--- config.mk ---
export PLATFORM = sky130hd
export DESIGN_NAME = agendador_temporizador
export DESIGN_NICKNAME = d
export VERILOG_FILES = /design/src/rtl/agendador_temporizador.sv
export SDC_FILE = /design/constraint.sdc
export NUM_CORES = 1
export LEC_CHECK = 0
export CAP_MARGIN = 20
export CELL_PAD_IN_SITES_DETAIL_PLACEMENT = 1
export CELL_PAD_IN_SITES_GLOBAL_PLACEMENT = 1
export CORE_MARGIN = 2
export CORE_UTILIZATION = 32
export DETAILED_ROUTE_END_ITERATION = 7
export PLACE_DENSITY_LB_ADDON = 0.25
export SLEW_MARGIN = 20
export SYNTH_ARGS = -nofsm -noshare
export SYNTH_HDL_FRONTEND = slang
export SYNTH_SLANG_ARGS = --single-unit
--- constraint.sdc ---
create_clock -name clk -period 2.4 [get_ports clk]
set_clock_uncertainty 0.05 [all_clocks]
set_input_delay 0.36 -clock clk [delete_from_list [all_inputs] [get_ports clk]]
set_output_delay 0.36 -clock clk [all_outputs]
set_load 0.02 [all_outputs]
--- src/rtl/agendador_temporizador.sv ---
// agendador_temporizador: shares one tick-driven countdown timer among N
// requesters with round-robin arbitration and a one-clk done pulse per grant.
// Optional macro AGENDADOR_PAUSE_EN adds a 'pausa' input that freezes counting.
module agendador_temporizador #(
    parameter int unsigned N  = 3,
    parameter int unsigned DW = 8
) (
    input  logic            clk,
    input  logic            reset,
    input  logic            tick,
`ifdef AGENDADOR_PAUSE_EN
    input  logic            pausa,
`endif
    input  logic [N-1:0]    req,
    input  logic [N*DW-1:0] dur,
    output logic [N-1:0]    grant,
    output logic [N-1:0]    done,
    output logic            busy,
    output logic [DW-1:0]   restante
);

    localparam int unsigned PW = (N > 1) ? $clog2(N) : 1;
    localparam int unsigned CW = PW + 1;

    typedef enum logic [1:0] {
        IDLE,
        COUNT,
        DONE
    } state_t;

    state_t          state_q, state_d;
    logic [PW-1:0]   ptr_q, ptr_d;
    logic [PW-1:0]   gidx_q, gidx_d;
    logic [N-1:0]    grant_d;
    logic [N-1:0]    done_d;
    logic            busy_d;
    logic [DW-1:0]   cnt_d;
    logic            pick_valid;
    logic [PW-1:0]   pick_idx;
    logic [CW-1:0]   cand;
    logic [PW-1:0]   nxt_ptr;
    logic            cnt_tick;

`ifdef AGENDADOR_PAUSE_EN
    assign cnt_tick = tick & ~pausa;
`else
    assign cnt_tick = tick;
`endif

    // Pointer value after the current owner releases the timer (wraps N-1 -> 0).
    assign nxt_ptr = (gidx_q == PW'(N - 1)) ? '0 : gidx_q + PW'(1);

    // Round-robin pick: first set req scanning upward from ptr with wrap-around.
    always_comb begin
        pick_valid = 1'b0;
        pick_idx   = '0;
        cand       = '0;
        for (int unsigned k = 0; k < N; k++) begin
            cand = CW'(ptr_q) + CW'(k);
            if (cand >= CW'(N)) begin
                cand = cand - CW'(N);
            end
            if (!pick_valid && req[cand[PW-1:0]]) begin
                pick_valid = 1'b1;
                pick_idx   = cand[PW-1:0];
            end
        end
    end

    // Next-state and next-output logic for the IDLE/COUNT/DONE sequencer.
    always_comb begin
        state_d = state_q;
        ptr_d   = ptr_q;
        gidx_d  = gidx_q;
        grant_d = grant;
        done_d  = '0;
        busy_d  = busy;
        cnt_d   = restante;
        unique case (state_q)
            IDLE: begin
                grant_d = '0;
                busy_d  = 1'b0;
                cnt_d   = '0;
                if (pick_valid) begin
                    state_d           = COUNT;
                    gidx_d            = pick_idx;
                    grant_d[pick_idx] = 1'b1;
                    busy_d            = 1'b1;
                    cnt_d             = dur[pick_idx*DW +: DW];
                end
            end
            COUNT: begin
                if (!req[gidx_q]) begin
                    // Abort wins over expiry; no done pulse.
                    state_d = IDLE;
                    grant_d = '0;
                    busy_d  = 1'b0;
                    cnt_d   = '0;
                    ptr_d   = nxt_ptr;
                end else if (restante == '0) begin
                    state_d = DONE;
                    grant_d = '0;
                    done_d  = grant;
                end else if (cnt_tick) begin
                    if (restante == DW'(1)) begin
                        state_d = DONE;
                        grant_d = '0;
                        done_d  = grant;
                        cnt_d   = '0;
                    end else begin
                        cnt_d = restante - DW'(1);
                    end
                end
            end
            DONE: begin
                state_d = IDLE;
                grant_d = '0;
                busy_d  = 1'b0;
                cnt_d   = '0;
                ptr_d   = nxt_ptr;
            end
            default: begin
                state_d = IDLE;
                grant_d = '0;
                busy_d  = 1'b0;
                cnt_d   = '0;
            end
        endcase
    end

    // State, pointer and registered outputs; synchronous reset aborts at once.
    always_ff @(posedge clk) begin
        if (reset) begin
            state_q  <= IDLE;
            ptr_q    <= '0;
            gidx_q   <= '0;
            grant    <= '0;
            done     <= '0;
            busy     <= 1'b0;
            restante <= '0;
        end else begin
            state_q  <= state_d;
            ptr_q    <= ptr_d;
            gidx_q   <= gidx_d;
            grant    <= grant_d;
            done     <= done_d;
            busy     <= busy_d;
            restante <= cnt_d;
        end
    end

endmodule

Yosys cells after proc, flatten, opt, wreduce, memory -nomap -nowiden
Cells that the tools add are included.
{"block": "op_classes", "eq_ne": 10, "n_shift": 1, "n_reduce_logical": 14, "n_bitwise": 2, "order_cmp": 9, "mux": 46, "n_addsub": 7}
{"operator": "$mux 8", "n": 5}
{"operator": "$mux 2", "n": 13}
{"operator": "$mux 3", "n": 8}
{"operator": "$shiftx 24x6->8", "n": 1}
{"operator": "$pmux 8 s2", "n": 1}
{"operator": "$lt 2x3->1 const B", "n": 5}
{"operator": "$mux 1", "n": 10}
{"operator": "$bmux 1 s2", "n": 4}
{"operator": "$eq 8x1->1 const B", "n": 1}
{"operator": "$logic_not 8->1", "n": 1}
{"operator": "$ne 4x4->1 const B", "n": 2}
{"operator": "$pmux 2 s2", "n": 2}
{"operator": "$reduce_and 2->1", "n": 4}
{"operator": "$sub 8x1->8 const B", "n": 1}
{"operator": "$ge 3x2->1 const B", "n": 2}
{"operator": "$ne 3x3->1 const B", "n": 2}
{"operator": "$pmux 3 s2", "n": 1}
{"operator": "$sub 2x2->2 const B", "n": 3}
{"operator": "$eq 2x2->1 const B", "n": 2}
{"operator": "$ne 2x2->1 const B", "n": 2}
{"operator": "$add 2x1->3 const B", "n": 1}
{"operator": "$add 2x2->3 const B", "n": 1}
{"operator": "$logic_and 1x1->1", "n": 3}
{"operator": "$reduce_and 3->1", "n": 1}
{"operator": "other kinds (11)", "n": 13}
{"block": "word_totals", "out_inout_bits": 15, "in_bits": 30, "reg_bits": 21}

Longest topological paths before layout
{"block": "depth", "word_depth": 17, "mapped_depth": 11}

Worst setup path before layout
No wires, ideal clock.
{"block": "synth_timing", "kind": "register -> register", "start": "register ptr_q[0]", "end": "register restante[7]", "setup_time_ns": 0.086, "t_arrival_ns": 2.153, "path_slack_ns": 0.110, "stages_incl_launch_ff": 10, "required_ns": 2.264, "cell_sequence": "dfxtp_1 -> inv_1 -> ha_1 -> buf_4 -> o41a_1 -> a211oi_4 -> or2_1 -> buf_6 -> o311ai_4 -> a221oi_2"}
{"block": "synth_between", "elab_chain_len": 14}
{"item": "from (decl)", "line_no": "32", "source": "logic [PW-1:0] ptr_q, ptr_d;"}
{"item": "from (signal assigned)", "line_no": "143", "source": "ptr_q <= ptr_d;"}
{"item": "branches (longest 12 deep; another with $add 2x1->3)"}
{"item": "$mux 8 *", "line_no": "84", "source": "if (pick_valid) begin"}
{"item": "$pmux 8 s2 *", "line_no": "79", "source": "unique case (state_q)"}
{"item": "to (signal assigned)", "line_no": "148", "source": "restante <= cnt_d;"}
{"item": "to (decl)", "line_no": "19", "source": "output logic [DW-1:0] restante"}
Mark *: on every way between the ends. The select of a mux whose other input is x is not followed.
A chain may end at the register's enable or synchronous reset.

Worst setup path in the final report
{"block": "layout_timing", "start": "register ptr_q[1]", "end": "register restante[7]"}
Same word-level chain as after synthesis.

==> results by group <==
STA
  – Final hold viol count: 0
  – Final setup vio count: 0
  – Max-slew headroom: 0.675
  – Min Tclk post-route: 2.32 ns
  – RSZ-0062 raised after global routing: true
  – Worst Setup Slack, final: 0.0792 ns
  – F_max: 431 MHz
  – Worst-Margin Slew: 0.486 ns
  – Max-slew violations: 0
  – Hold slack: 0.433 ns
  – Final worst path period share: 0.967

Floorplanning
  – Die area: 0.00574 sq mm
  – Initial Util: 0.327
  – Core Region: 0.00504 sq mm
  – Std-Cell Rows: 26
  – Die H: 75.8 um
  – Die X-Extent: 75.8 um
  – Io pins: 45

Final layout
  – Ant diodes: 0
  – Reg area: 428 sq um
  – Nets: 321
  – Core Util, Final: 0.515
  – Most frequent cells in the layout: 43 x clkdlybuf4s50_1, 40 x buf_4, 21 x nor2_1
  – Multi-input gate area: 0.00126 sq mm
  – Fillers: 615
  – Area Overhead vs Synth: 57.6%
  – Most common cell after layout, fill and taps aside: clkdlybuf4s50_1
  – Share of layout cells above drive strength 1: 0.254
  – Post-Layout Cell Count: 353

CTS
  – Root Driver: clkbuf_8
  – CTS sink count: 21
  – CTS H-tree lvls: 1
  – Reg clk slew, reported paths: 0.08 ns
  – Num CTS Buffers: 3
  – CTS max path bufs: 2
  – Clock network latency to the later pin of the worst-skew pair: 0.26 ns
  – Hold buffers post-CTS: 0
  – CTS tree: yes

Detailed routing
  – Vias per cell: 5.25
  – Initial DRC count: 57
  – WL/cell: 16.0 um
  – Detailed Route WL: 5.64 mm
  – DR DRC count: 0
  – Post-DRT Antenna Nets: 0
  – TritonRoute pass-1 iters: 4
  – Total number of vias: 1852

Critical path
  – Worst path required time: 2.53 ns
  – FF-to-FF End: restante[7]$_SDFFE_PP0P_
  – Crit-path max cell delay: 0.41 ns
  – Element type at the critical path end: register
  – CP startpoint kind: register
  – Crit path cell chain: inv_1 > ha_4 > nor2b_1 > o41a_1 > a211oi_4 > or2_1 > buf_4 > o311ai_4 > a221oi_2
  – Reg2reg setup slack: 0.08 ns
  – Slowest-stage cell, CP: o41a_1
  – Worst Path Max Fanout: 6
  – CP bufs+invs: 2
  – Cell family with the largest share of critical-path delay: compound AO/OA/AOI/OAI gates
  – Kind of critical path: reg2reg
  – CP Data Arrival Time: 2.45 ns
  – Reg-to-reg startpoint: ptr_q[1]$_SDFFE_PP0P_
  – FF-to-FF path depth: 9

Placed design
  – Placed cells: 348
  – Post-DP HPWL: 4.44 mm
  – Post-Place Setup Slack: -0.158 ns
  – Routability cong.: 0.830
  – IO Port Bufs: 44

Yosys
  – Post-synth EDFFs: 0
  – Sequential fraction of the synthesis area: 0.255
  – Post-Synthesis Cells: 204
  – Syn Nets: 241
  – FF+latch count, synth: 21
  – Library cells used by synthesis: 55
  – Cell Area, Synth: 0.00165 sq mm
  – Asr flop ratio synth: 0
  – Ys Warns: 0
  – Syn_area_per_cell: 8.08 sq um
  – Top_reg_cell synth: dfxtp_1

Hold path
  – Worst min path class: reg2reg
  – Worst Min Path Start: grant[1]$_SDFFE_PP0P_
  – Worst Hold Depth: 2
  – Worst Hold End: grant[1]$_SDFFE_PP0P_

Global route
  – Total congestion overflow: 0
  – GRT Overall Usage: 0.200
  – Vias in the first global route: 1829
  – Global-route wire length before repair: 8.83 mm
  – Largest net degree at the start of global routing: 13
  – Initial antenna violation count: 0

Power and ir drop
  – Maximum VDD drop: 0.000401 V
  – Leak: 1.00 nW
  – Power per cell area: 1180 mW/mm^2

Status
  – Outcome: finished clean

Job
  – Max_cap viols: 0
cell families (layout without fill, tap and decap cells):
logic type / count (synthesis) / in the layout / share of synthesized area
XOR/XNOR: 1 / 1 / 0.00531
multiplexers: 8 / 8 / 0.0486
AO/OA/AOI/OAI: 66 / 66 / 0.310
buffers and inverters: 17 / 96 / 0.0524
flip-flops: 21 / 21 / 0.255
AND/OR/NAND/NOR: 84 / 84 / 0.276
adder cells (fa/ha/maj): 7 / 7 / 0.0531
tightest hold or removal path, stage by stage, from the launching register on:
cell and delay, ns:
dfxtp_1 0.33, nand2_1 0.06, a21oi_1 0.05
Yosys cell counts (2+ instances only):
cell	n	area share
a2111oi_0	3	0.016
a21boi_0	5	0.023
a21o_1	4	0.018
a21oi_1	10	0.030
a221oi_2	3	0.027
and2_1	5	0.019
and3_1	8	0.030
buf_2	3	0.0091
buf_6	2	0.014
clkbuf_1	4	0.0091
dfxtp_1	21	0.25
ha_1	7	0.053
inv_1	7	0.016
mux2i_1	8	0.049
nand2_1	10	0.023
nand2b_1	2	0.0076
nand3_1	7	0.021
nand3b_1	4	0.018
nor2_1	21	0.048
nor2b_1	5	0.019
nor3_1	10	0.030
nor3b_1	2	0.0091
nor4_1	3	0.011
o21a_1	2	0.0091
o21ai_0	12	0.036
o21ai_1	3	0.0091
o21bai_1	2	0.0091
o31ai_1	3	0.014
or2_1	2	0.0076
cell type report:
| class | count | area share |
|---|---|---|
| clock buffer | 3 | 0.0159 |
| clock inverter | 1 | 0.00193 |
| sequential | 21 | 0.165 |
| tap | 70 | 0.0337 |
| multi-input combinational | 166 | 0.483 |
| inverter | 7 | 0.0101 |
| timing repair buffer | 85 | 0.290 |
stage by stage:
step	power, mW	setup TNS (ns)	area, sq um
2_1_floorplan	1.79	0	1650
3_3_place_gp	2.61	-0.606	2420
3_5_place_dp	2.65	-0.801	2420
4_1_cts	2.92	0	2490
5_1_grt	3.31	-0.0643	2600
6_report	3.06	0	2600
state kept, by name, summed over array words and instances, names as in the netlist:
name / count
ptr_q: 2
grant: 3
gidx_q: 2
busy: 1
done: 3
state_q: 2
restante: 8
power breakdown:
group | total [mW] | internal, mW | leakage [nW] | switching [mW]
clock | 0.233 | 0.116 | 0.0255 | 0.117
sequential | 0.657 | 0.475 | 0.174 | 0.182
combinational | 2.17 | 1.09 | 0.805 | 1.07
what timing repair did:
action / in CTS / in global routing
gates resized for setup: 6 / 24
setup buffers: 1 / 0
setup endpoints to repair: 7 / 14
pin swaps: 1 / 1
worst max path at each step:
stage / end / from / slack, ns / cells past startpoint
after CTS: restante[7]$_SDFFE_PP0P_ / ptr_q[1]$_SDFFE_PP0P_ / 0.01 / 9
after floorplan: restante[7]$_SDFFE_PP0P_ / ptr_q[0]$_SDFFE_PP0P_ / 0.11 / 9
after global placement: restante[4]$_SDFFE_PP0P_ / req[2] / -0.15 / 9
after detailed placement: restante[0]$_SDFFE_PP0P_ / req[1] / -0.16 / 9
after global routing: restante[3]$_SDFFE_PP0P_ / req[1] / -0.04 / 9
final: restante[7]$_SDFFE_PP0P_ / ptr_q[1]$_SDFFE_PP0P_ / 0.08 / 9
per-layer routing:
metal	global-route usage	vias to the layer above	routed length, um	part of all wire
li1	-	921	-	-
met1	0.260	889	2490	0.44
met2	0.352	38	2960	0.53
met3	0.0159	4	138	0.024
met4	0.0585	0	53	0.0094
met5	0	-	0	0
(Power assumes the default switching activity.)
